==> src/rtl/spi_cfg_controller.sv <==
`default_nettype none
// ============================================================================
// Module   : spi_cfg_controller
// Purpose  : Queues {addr, data} register-write commands in a small FIFO and
//            serialises each one as a 16-bit mode-0, MSB-first, write-only SPI
//            frame {1'b1, addr, data}, followed by a chip-select gap.
// Ports    : clk, rst_n          - system clock, async active-low reset
//            cmd_valid/cmd_ready - command handshake (ready == !fifo full)
//            cmd_addr, cmd_data  - 7-bit register address, 8-bit write data
//            sclk, ncs, copi     - registered SPI outputs
//            done                - one-cycle pulse per completed frame
//            busy                - frame in progress or commands pending
//            fifo_level          - current FIFO occupancy
// Revision : 1.0 - initial release
// ============================================================================
module spi_cfg_controller #(
    parameter int CLK_DIV    = 4,
    parameter int FIFO_DEPTH = 4,
    parameter int CS_GAP     = 4
) (
    input  logic                        clk,
    input  logic                        rst_n,
    input  logic                        cmd_valid,
    output logic                        cmd_ready,
    input  logic [6:0]                  cmd_addr,
    input  logic [7:0]                  cmd_data,
    output logic                        sclk,
    output logic                        ncs,
    output logic                        copi,
    output logic                        done,
    output logic                        busy,
    output logic [$clog2(FIFO_DEPTH):0] fifo_level
);

    localparam int c_AW      = $clog2(FIFO_DEPTH);
    localparam int c_CNT_MAX = (CLK_DIV > CS_GAP) ? CLK_DIV : CS_GAP;
    localparam int c_DIV_W   = $clog2(c_CNT_MAX);

    localparam logic [c_DIV_W-1:0] c_DIV_LAST = c_DIV_W'(CLK_DIV - 1);
    localparam logic [c_DIV_W-1:0] c_GAP_LAST = c_DIV_W'(CS_GAP - 1);
    localparam logic [c_AW:0]      c_FULL_LVL = (c_AW + 1)'(FIFO_DEPTH);

    localparam logic [2:0] c_S_IDLE = 3'd0;
    localparam logic [2:0] c_S_LOW  = 3'd1;
    localparam logic [2:0] c_S_HIGH = 3'd2;
    localparam logic [2:0] c_S_HOLD = 3'd3;
    localparam logic [2:0] c_S_GAP  = 3'd4;

    // FIFO storage and pointers
    logic [14:0]        r_mem [FIFO_DEPTH];
    logic [c_AW-1:0]    r_wr_ptr;
    logic [c_AW-1:0]    r_rd_ptr;
    logic [c_AW:0]      r_count;

    // Sequencer state
    logic [2:0]         r_state;
    logic               r_loaded;   // shift register holds a popped frame not yet started
    logic [c_DIV_W-1:0] r_div;
    logic [4:0]         r_bitcnt;
    logic [15:0]        r_shreg;
    logic               r_sclk;
    logic               r_ncs;
    logic               r_copi;
    logic               r_done;

    logic               w_full;
    logic               w_empty;
    logic               w_push;
    logic               w_pop;
    logic [14:0]        w_rd_word;

    logic [2:0]         w_state_nxt;
    logic               w_loaded_nxt;
    logic [c_DIV_W-1:0] w_div_nxt;
    logic [4:0]         w_bitcnt_nxt;
    logic [15:0]        w_shreg_nxt;
    logic               w_sclk_nxt;
    logic               w_ncs_nxt;
    logic               w_copi_nxt;
    logic               w_done_nxt;

    assign w_full     = (r_count == c_FULL_LVL);
    assign w_empty    = (r_count == '0);
    assign w_push     = cmd_valid && !w_full;
    assign w_rd_word  = r_mem[r_rd_ptr];

    assign cmd_ready  = !w_full;
    assign fifo_level = r_count;
    assign busy       = (r_state != c_S_IDLE) || r_loaded || !w_empty;
    assign sclk       = r_sclk;
    assign ncs        = r_ncs;
    assign copi       = r_copi;
    assign done       = r_done;

    // FIFO data array carries no reset: the pointers alone define its contents.
    always_ff @(posedge clk) begin
        if (w_push) begin
            r_mem[r_wr_ptr] <= {cmd_addr, cmd_data};
        end
    end

    // State register
    always_ff @(posedge clk or negedge rst_n) begin
        if (!rst_n) begin
            r_wr_ptr <= '0;
            r_rd_ptr <= '0;
            r_count  <= '0;
            r_state  <= c_S_IDLE;
            r_loaded <= 1'b0;
            r_div    <= '0;
            r_bitcnt <= '0;
            r_shreg  <= '0;
            r_sclk   <= 1'b0;
            r_ncs    <= 1'b1;
            r_copi   <= 1'b0;
            r_done   <= 1'b0;
        end else begin
            if (w_push) begin
                r_wr_ptr <= r_wr_ptr + 1'b1;
            end
            if (w_pop) begin
                r_rd_ptr <= r_rd_ptr + 1'b1;
            end
            case ({w_push, w_pop})
                2'b10:   r_count <= r_count + 1'b1;
                2'b01:   r_count <= r_count - 1'b1;
                default: r_count <= r_count;
            endcase
            r_state  <= w_state_nxt;
            r_loaded <= w_loaded_nxt;
            r_div    <= w_div_nxt;
            r_bitcnt <= w_bitcnt_nxt;
            r_shreg  <= w_shreg_nxt;
            r_sclk   <= w_sclk_nxt;
            r_ncs    <= w_ncs_nxt;
            r_copi   <= w_copi_nxt;
            r_done   <= w_done_nxt;
        end
    end

    // Next-state logic. A frame is popped either from IDLE or on the last GAP
    // cycle, so back-to-back frames lose no extra IDLE cycle between them.
    always_comb begin
        w_state_nxt  = r_state;
        w_loaded_nxt = r_loaded;
        w_div_nxt    = r_div;
        w_pop        = 1'b0;
        case (r_state)
            c_S_IDLE: begin
                if (r_loaded) begin
                    w_state_nxt  = c_S_LOW;
                    w_loaded_nxt = 1'b0;
                    w_div_nxt    = '0;
                end else if (!w_empty) begin
                    w_pop        = 1'b1;
                    w_loaded_nxt = 1'b1;
                end
            end
            c_S_LOW: begin
                if (r_div == c_DIV_LAST) begin
                    w_state_nxt = c_S_HIGH;
                    w_div_nxt   = '0;
                end else begin
                    w_div_nxt   = r_div + 1'b1;
                end
            end
            c_S_HIGH: begin
                if (r_div == c_DIV_LAST) begin
                    w_state_nxt = (r_bitcnt == 5'd15) ? c_S_HOLD : c_S_LOW;
                    w_div_nxt   = '0;
                end else begin
                    w_div_nxt   = r_div + 1'b1;
                end
            end
            c_S_HOLD: begin
                if (r_div == c_DIV_LAST) begin
                    w_state_nxt = c_S_GAP;
                    w_div_nxt   = '0;
                end else begin
                    w_div_nxt   = r_div + 1'b1;
                end
            end
            c_S_GAP: begin
                if (r_div == c_GAP_LAST) begin
                    w_state_nxt = c_S_IDLE;
                    w_div_nxt   = '0;
                    if (!w_empty) begin
                        w_pop        = 1'b1;
                        w_loaded_nxt = 1'b1;
                    end
                end else begin
                    w_div_nxt = r_div + 1'b1;
                end
            end
            default: begin
                w_state_nxt  = c_S_IDLE;
                w_loaded_nxt = 1'b0;
                w_div_nxt    = '0;
            end
        endcase
    end

    // Output and datapath logic; every SPI pin is taken from a flop.
    always_comb begin
        w_sclk_nxt   = r_sclk;
        w_ncs_nxt    = r_ncs;
        w_copi_nxt   = r_copi;
        w_done_nxt   = 1'b0;
        w_shreg_nxt  = r_shreg;
        w_bitcnt_nxt = r_bitcnt;
        if (w_pop) begin
            w_shreg_nxt  = {1'b1, w_rd_word};
            w_bitcnt_nxt = '0;
        end
        case (r_state)
            c_S_IDLE: begin
                if (r_loaded) begin
                    w_ncs_nxt  = 1'b0;
                    w_sclk_nxt = 1'b0;
                    w_copi_nxt = r_shreg[15];
                end
            end
            c_S_LOW: begin
                if (r_div == c_DIV_LAST) begin
                    w_sclk_nxt = 1'b1;
                end
            end
            c_S_HIGH: begin
                // copi only moves on the falling sclk edge, a full half-period
                // before the next rising edge.
                if (r_div == c_DIV_LAST) begin
                    w_sclk_nxt   = 1'b0;
                    w_bitcnt_nxt = r_bitcnt + 5'd1;
                    if (r_bitcnt == 5'd15) begin
                        w_copi_nxt = 1'b0;
                    end else begin
                        w_shreg_nxt = {r_shreg[14:0], 1'b0};
                        w_copi_nxt  = r_shreg[14];
                    end
                end
            end
            c_S_HOLD: begin
                if (r_div == c_DIV_LAST) begin
                    w_ncs_nxt  = 1'b1;
                    w_done_nxt = 1'b1;
                end
            end
            c_S_GAP: begin
                w_ncs_nxt = 1'b1;
            end
            default: begin
                w_sclk_nxt = 1'b0;
                w_ncs_nxt  = 1'b1;
                w_copi_nxt = 1'b0;
            end
        endcase
    end

endmodule
`default_nettype wire

==> config.mk <==
export PLATFORM = sky130hd
export DESIGN_NAME = spi_cfg_controller
export DESIGN_NICKNAME = d
export VERILOG_FILES = /design/src/rtl/spi_cfg_controller.sv
export SDC_FILE = /design/constraint.sdc
export NUM_CORES = 1
export LEC_CHECK = 0
export CORE_MARGIN = 4
export CORE_UTILIZATION = 55
export CTS_CLUSTER_SIZE = 12
export DETAILED_ROUTE_END_ITERATION = 10
export PLACE_DENSITY = 0.84
export SYNTH_ARGS = -nofsm -noshare
export SYNTH_HDL_FRONTEND = slang
export SYNTH_SLANG_ARGS = --single-unit
==> constraint.sdc <==
create_clock -name clk -period 5.9 [get_ports clk]
set_clock_uncertainty 0.05 [all_clocks]
set_input_delay 0.885 -clock clk [delete_from_list [all_inputs] [get_ports clk]]
set_output_delay 0.885 -clock clk [all_outputs]
set_load 0.01 [all_outputs]
# == After elaboration in Yosys (flattened, before gate mapping) ==
# Memory sizes are Yosys's and may differ from the RTL's.
# Index checks and enable logic that the tools add are counted.
# totals
n_memories,1
reg_bits,38
ram_bits,60
word_cells,95
# op_classes
reduce_logical,19
n_mux,38
add_sub_neg,6
eq_ne,15
bitwise_logic,4
# mem_list
memory,depth,word_bits,read_ports,rd_ports_with_merged_regs,write_ports,line,text
r_mem,4,15,1,0,1,50,logic [14:0] r_mem [FIFO_DEPTH];
# ops
op,n
$mux W16,4
$mux W1,15
$mux W3,5
$mux W5,3
$pmux W3 S5,1
$ne A2 B2 Y1 const B,6
$pmux W1 S3,3
$reduce_and A3 Y1,3
$add A2 B1 Y2 const B,3
$eq A3 B2 Y1 const B,2
$eq A3 B3 Y1 const B,2
$logic_not A3 Y1,2
$mux W2,3
$pmux W3 S2,1
$reduce_or A3 Y1,2
$add A5 B1 Y5 const B,1
$eq A5 B4 Y1 const B,1
$reduce_and A5 Y1,1
$eq A2 B2 Y1 const B,2
$not A1 Y1,4
$pmux W1 S4,1
$pmux W2 S2,1
$reduce_and A4 Y1,1
$reduce_or A2 Y1,2
11 further kinds,13

# == Logic depth before layout (Yosys ltp) ==
# logic_depth
ltp_word,8
depth_mapped,11
mapped_depth_nobuf,10

# == Worst setup path before layout ==
# Ideal clock, no wire load.
# synth_path
kind,register -> register
from,register r_div[0]
to,register r_count[2] (netlist: fifo_level[2])
period_less_slack_ns,2.612
setup_slack_ns,3.288
arrival_ns,2.483
required_time_ns,5.771
path_stages_with_launch,12
cell_sequence,dfrtp_1 -> ha_1 -> clkbuf_1 -> nand2_1 -> a211oi_4 -> buf_6 -> ha_1 -> inv_1 -> fa_1 -> xor2_1 -> nor2_1 -> xor2_1
# synth_via
elab_chain_cells,5
word_cells_on_any_way,7
classes_between,eq/ne (3); mux (3); reduce/logical (1)
# synth_lines
element,line,text
start: declaration,58,logic [c_DIV_W-1:0] r_div;
start signal: assignment,131,r_div <= w_div_nxt;
$eq A2 B2 Y1 *,184,if (r_div == c_GAP_LAST) begin
$mux W1 *,184,
$pmux W1 S2 *,148,case (r_state)
$eq A2 B1 Y1 / $eq A2 B2 Y1 (equally long branches),124,"case ({w_push, w_pop})"
$pmux W3 S2 / $reduce_bool A2 Y1 (equally long branches),n/a,
end signal: assignment,125,2'b10: r_count <= r_count + 1'b1;
end signal: assignment,126,2'b01: r_count <= r_count - 1'b1;
end signal: assignment,127,default: r_count <= r_count;
end: declaration,53,logic [c_AW:0] r_count;
# Every way passes the cells marked *; elsewhere a longest branch is shown, timed or not.
# A chain may end at the register's enable or synchronous reset.

# == Worst setup path in the final report ==
# layout_path
from,register r_state[0]
to,output busy
# layout_via
elab_chain_cells,3
# layout_lines
element,line,text
start: declaration,56,logic [2:0] r_state;
start signal: assignment,108,r_state <= c_S_IDLE;
start signal: assignment,129,r_state <= w_state_nxt;
$reduce_bool A3 Y1,89,assign busy = (r_state != c_S_IDLE) || r_loaded || !w_empty;
$logic_or A1 B1 Y1 (2 in series),89,
end: declaration,31,"output logic busy,"
# No other way between the ends.

==> flow_summary.yaml <==
pwr:
  power.static_leakage_nw: 1.704
  power_mw: 1.493
  powerDensity_mw_per_mm2: 323.4
  vdd_ir_drop_max_mv: 0.2007
synth:
  synth_seq_cells: 98
  syn_area_per_cell_sq_um: 15.07
  yosys_warnings: 0
  synth_area_sq_mm: 0.004130
  ys_types: 39
  yosysSeqAreaShare_pct: 66.68
  syn_inst: 274
  syn-num-nets: 301
route:
  wl_met3_um: 243
  totalWireLength_mm: 6.332
  wl_per_cell_um: 15.75
  first_iter_violations: 112
  drc: 0
  wl_met2_mm: 3.196
  vias_per_cell: 5.423
  wl_met1_mm: 2.794
  antenna_left: 0
  via_count: 2180
  top_layer: "met4"
  firstDrtPassIters: 4
worst_hold_path:
  hold_path.class: "reg -> reg"
worst_setup_path:
  crit_path_cell_trace: "or2_1 > nor2_1 > nand3b_1 > clkdlybuf4s50_1"
  path_class: "reg -> out"
  r2r_slack_ns: 3.16
  slowest_delay_ns: 0.51
  rr_startpoint: "r_div[0]"
  ff2ff_path_depth: 10
  timing.rr.end: "fifo_level[2]"
  endpoint: "busy"
  path_buf_inv: 1
  cp_slowest_cell: "dfrtp_1"
  cp_max_fo: 14
  cp-end-kind: "output port"
  startpoint_type: "flop"
  critPathLaunch: "r_state[0]"
  worstSetupPathDepth: 4
  worstPathArrival_ns: 1.99
  required_ns: 4.97
  crit_family: "simple AND/OR/NAND/NOR gates"
clocking:
  clock_latency_ns: 0.35
  cts_sinks: 98
  cts-root-buf: "clkbuf_8"
  htreeDepth: 3
  post_cts_buffers: 0
  cts_buffer_depth: 2
  cts_resized: 0
  hold_buffers: 0
  cts_tree: "built"
  cts_made_buffers: 9
  clk_pin_slew_worst_paths_ns: 0.09
finish:
  drive_above_1_share_pct: 11.88
  final_common_cell: "edfxtp_1"
  layout_common_cells: "60 x edfxtp_1, 37 x dfrtp_1, 26 x nand2_1, 25 x clkdlybuf4s50_1, 17 x o21ai_1"
  fin_cells: 402
  area_growth_pct: 11.78
  layout.nets: 325
  diodes: 0
run_status:
  outcome: "completed"
die:
  chipHeight_um: 94.66
  num_rows: 31
  core-area_sq_mm: 0.007292
  io-pin-count: 27
  start_util_pct: 56.64
  die_x_um: 94.66
  dieArea_sq_mm: 0.008960
grt:
  antenna_found_initial: 0
  grt_pass1_vias: 2183
  grt_max_degree: 39
  grt_pass1_wl_mm: 10.50
  track_usage_pct: 15.77
  grt.overflow.total: 0
sta:
  period_minus_slack_ns: 2.921
  timing.final.crit_share_pct: 49.51
  slew_violations: 0
  setup-tns-final_ns: 0
  timing.final.ws_setup_ns: 2.979
  timing.fmax_ghz: 0.3424
  rsz0062_at_grt: "no"
  hold_viol_final: 0
  worstMarginPinSlew_ns: 1.046
  setup_viol: 0
  max_slew_margin_pct: 30.28
placed_design:
  dpl.hpwl_mm: 3.980
  place_inst: 386
  io_buffers: 26
  dp_worst_setup_slack_ns: 3.141
  gp_congestion: 0.8098
run:
  cap_violations: 0
[cell type report]
class                      count  area (sq um)
multi-input combinational    151          1246
fill                         542          2675
clock inverter                 6         57.56
inverter                      10         37.54
sequential                    98          2754
clock buffer                  10         127.6
tap                           99         123.9
timing repair buffer          28         270.3
[worst min-delay path by stage]
stage	startpoint	end	slack, ns	cells after the start
2_1_floorplan	r_shreg[9]	r_shreg[10]	0.40	2
3_3_place_gp	r_shreg[8]	r_shreg[9]	0.41	2
3_5_place_dp	r_shreg[12]	r_shreg[13]	0.42	2
4_1_cts	r_shreg[1]	r_shreg[2]	0.45	2
5_1_grt	r_shreg[10]	r_shreg[11]	0.46	2
6_report	r_shreg[12]	r_shreg[13]	0.44	2
[cells in the mapped netlist, drive strengths merged]
cell     count  share of area, %
nand2       26               2.4
o22ai        3              0.45
o211ai       1              0.18
a221oi       1              0.21
nand2b       5              0.76
xor2         5               1.1
mux2i       16               3.9
a211oi       1              0.48
mux4        15               8.2
edfxtp      60                44
xnor2        3              0.64
o41ai        1              0.21
o21ai       20               2.4
nor3b        1              0.18
nand3        3              0.36
and2         1              0.15
o21bai       1              0.18
inv         10              0.91
a21oi        7              0.85
buf          6               1.4
nand4        2              0.30
clkbuf       9              0.82
dfstp        1              0.64
fa           1              0.48
nand4bb      1              0.27
nor2        11               1.0
a311oi       1              0.21
ha           8               2.4
dfrtp       37                22
mux2         2              0.55
a2bb2oi      1              0.21
and3         5              0.76
or2          2              0.30
nor4bb       1              0.24
nand3b       2              0.36
nor3         4              0.48
[cell families after synthesis]
logic type	synth area share (%)
muxes	12.60
DFF	66.68
and+or+nand+nor	7.543
AOI/OAI and AO/OA	5.423
adders and majority gates	2.908
buffers and inverters	3.150
xor gates and xnor gates	1.697
[registers in the layout, indices dropped and copies added, names as in the netlist]
| signal | flops |
|---|---|
| r_mem | 60 |
| r_shreg | 16 |
| r_bitcnt | 5 |
| fifo_level | 3 |
| r_state | 3 |
| r_div | 2 |
| r_rd_ptr | 2 |
| r_wr_ptr | 2 |
| copi | 1 |
| done | 1 |
| ncs | 1 |
| r_loaded | 1 |
| sclk | 1 |
[power breakdown]
part	switching [mW]	leakage, nW	internal (mW)
logic	0.117	0.601	0.0910
clock network	0.219	0.0979	0.194
registers	0.0313	1.00	0.841
[metal layers]
layer	global-route usage, %	vias up
met5	0	-
met4	7.091	0
met3	3.825	8
met2	26.19	36
met1	19.65	1082
li1	-	1054
[tightest hold or removal path: stages, from the launching register on]
cell,delay (ns)
dfrtp_1,0.35
nand2_1,0.05
o21ai_1,0.06
[through the flow]
stage | hold slack, ns | util, % | area (sq um)
floorplan | 0.4049 | - | 4130
global placement | 0.4144 | 60.78 | 4432
detailed placement | 0.4177 | 60.78 | 4432
CTS | 0.4452 | 63.32 | 4617
global route | 0.4646 | 63.32 | 4617
finish | 0.4446 | 63.32 | 4617
No activity file was read; power rests on OpenSTA's default activity.
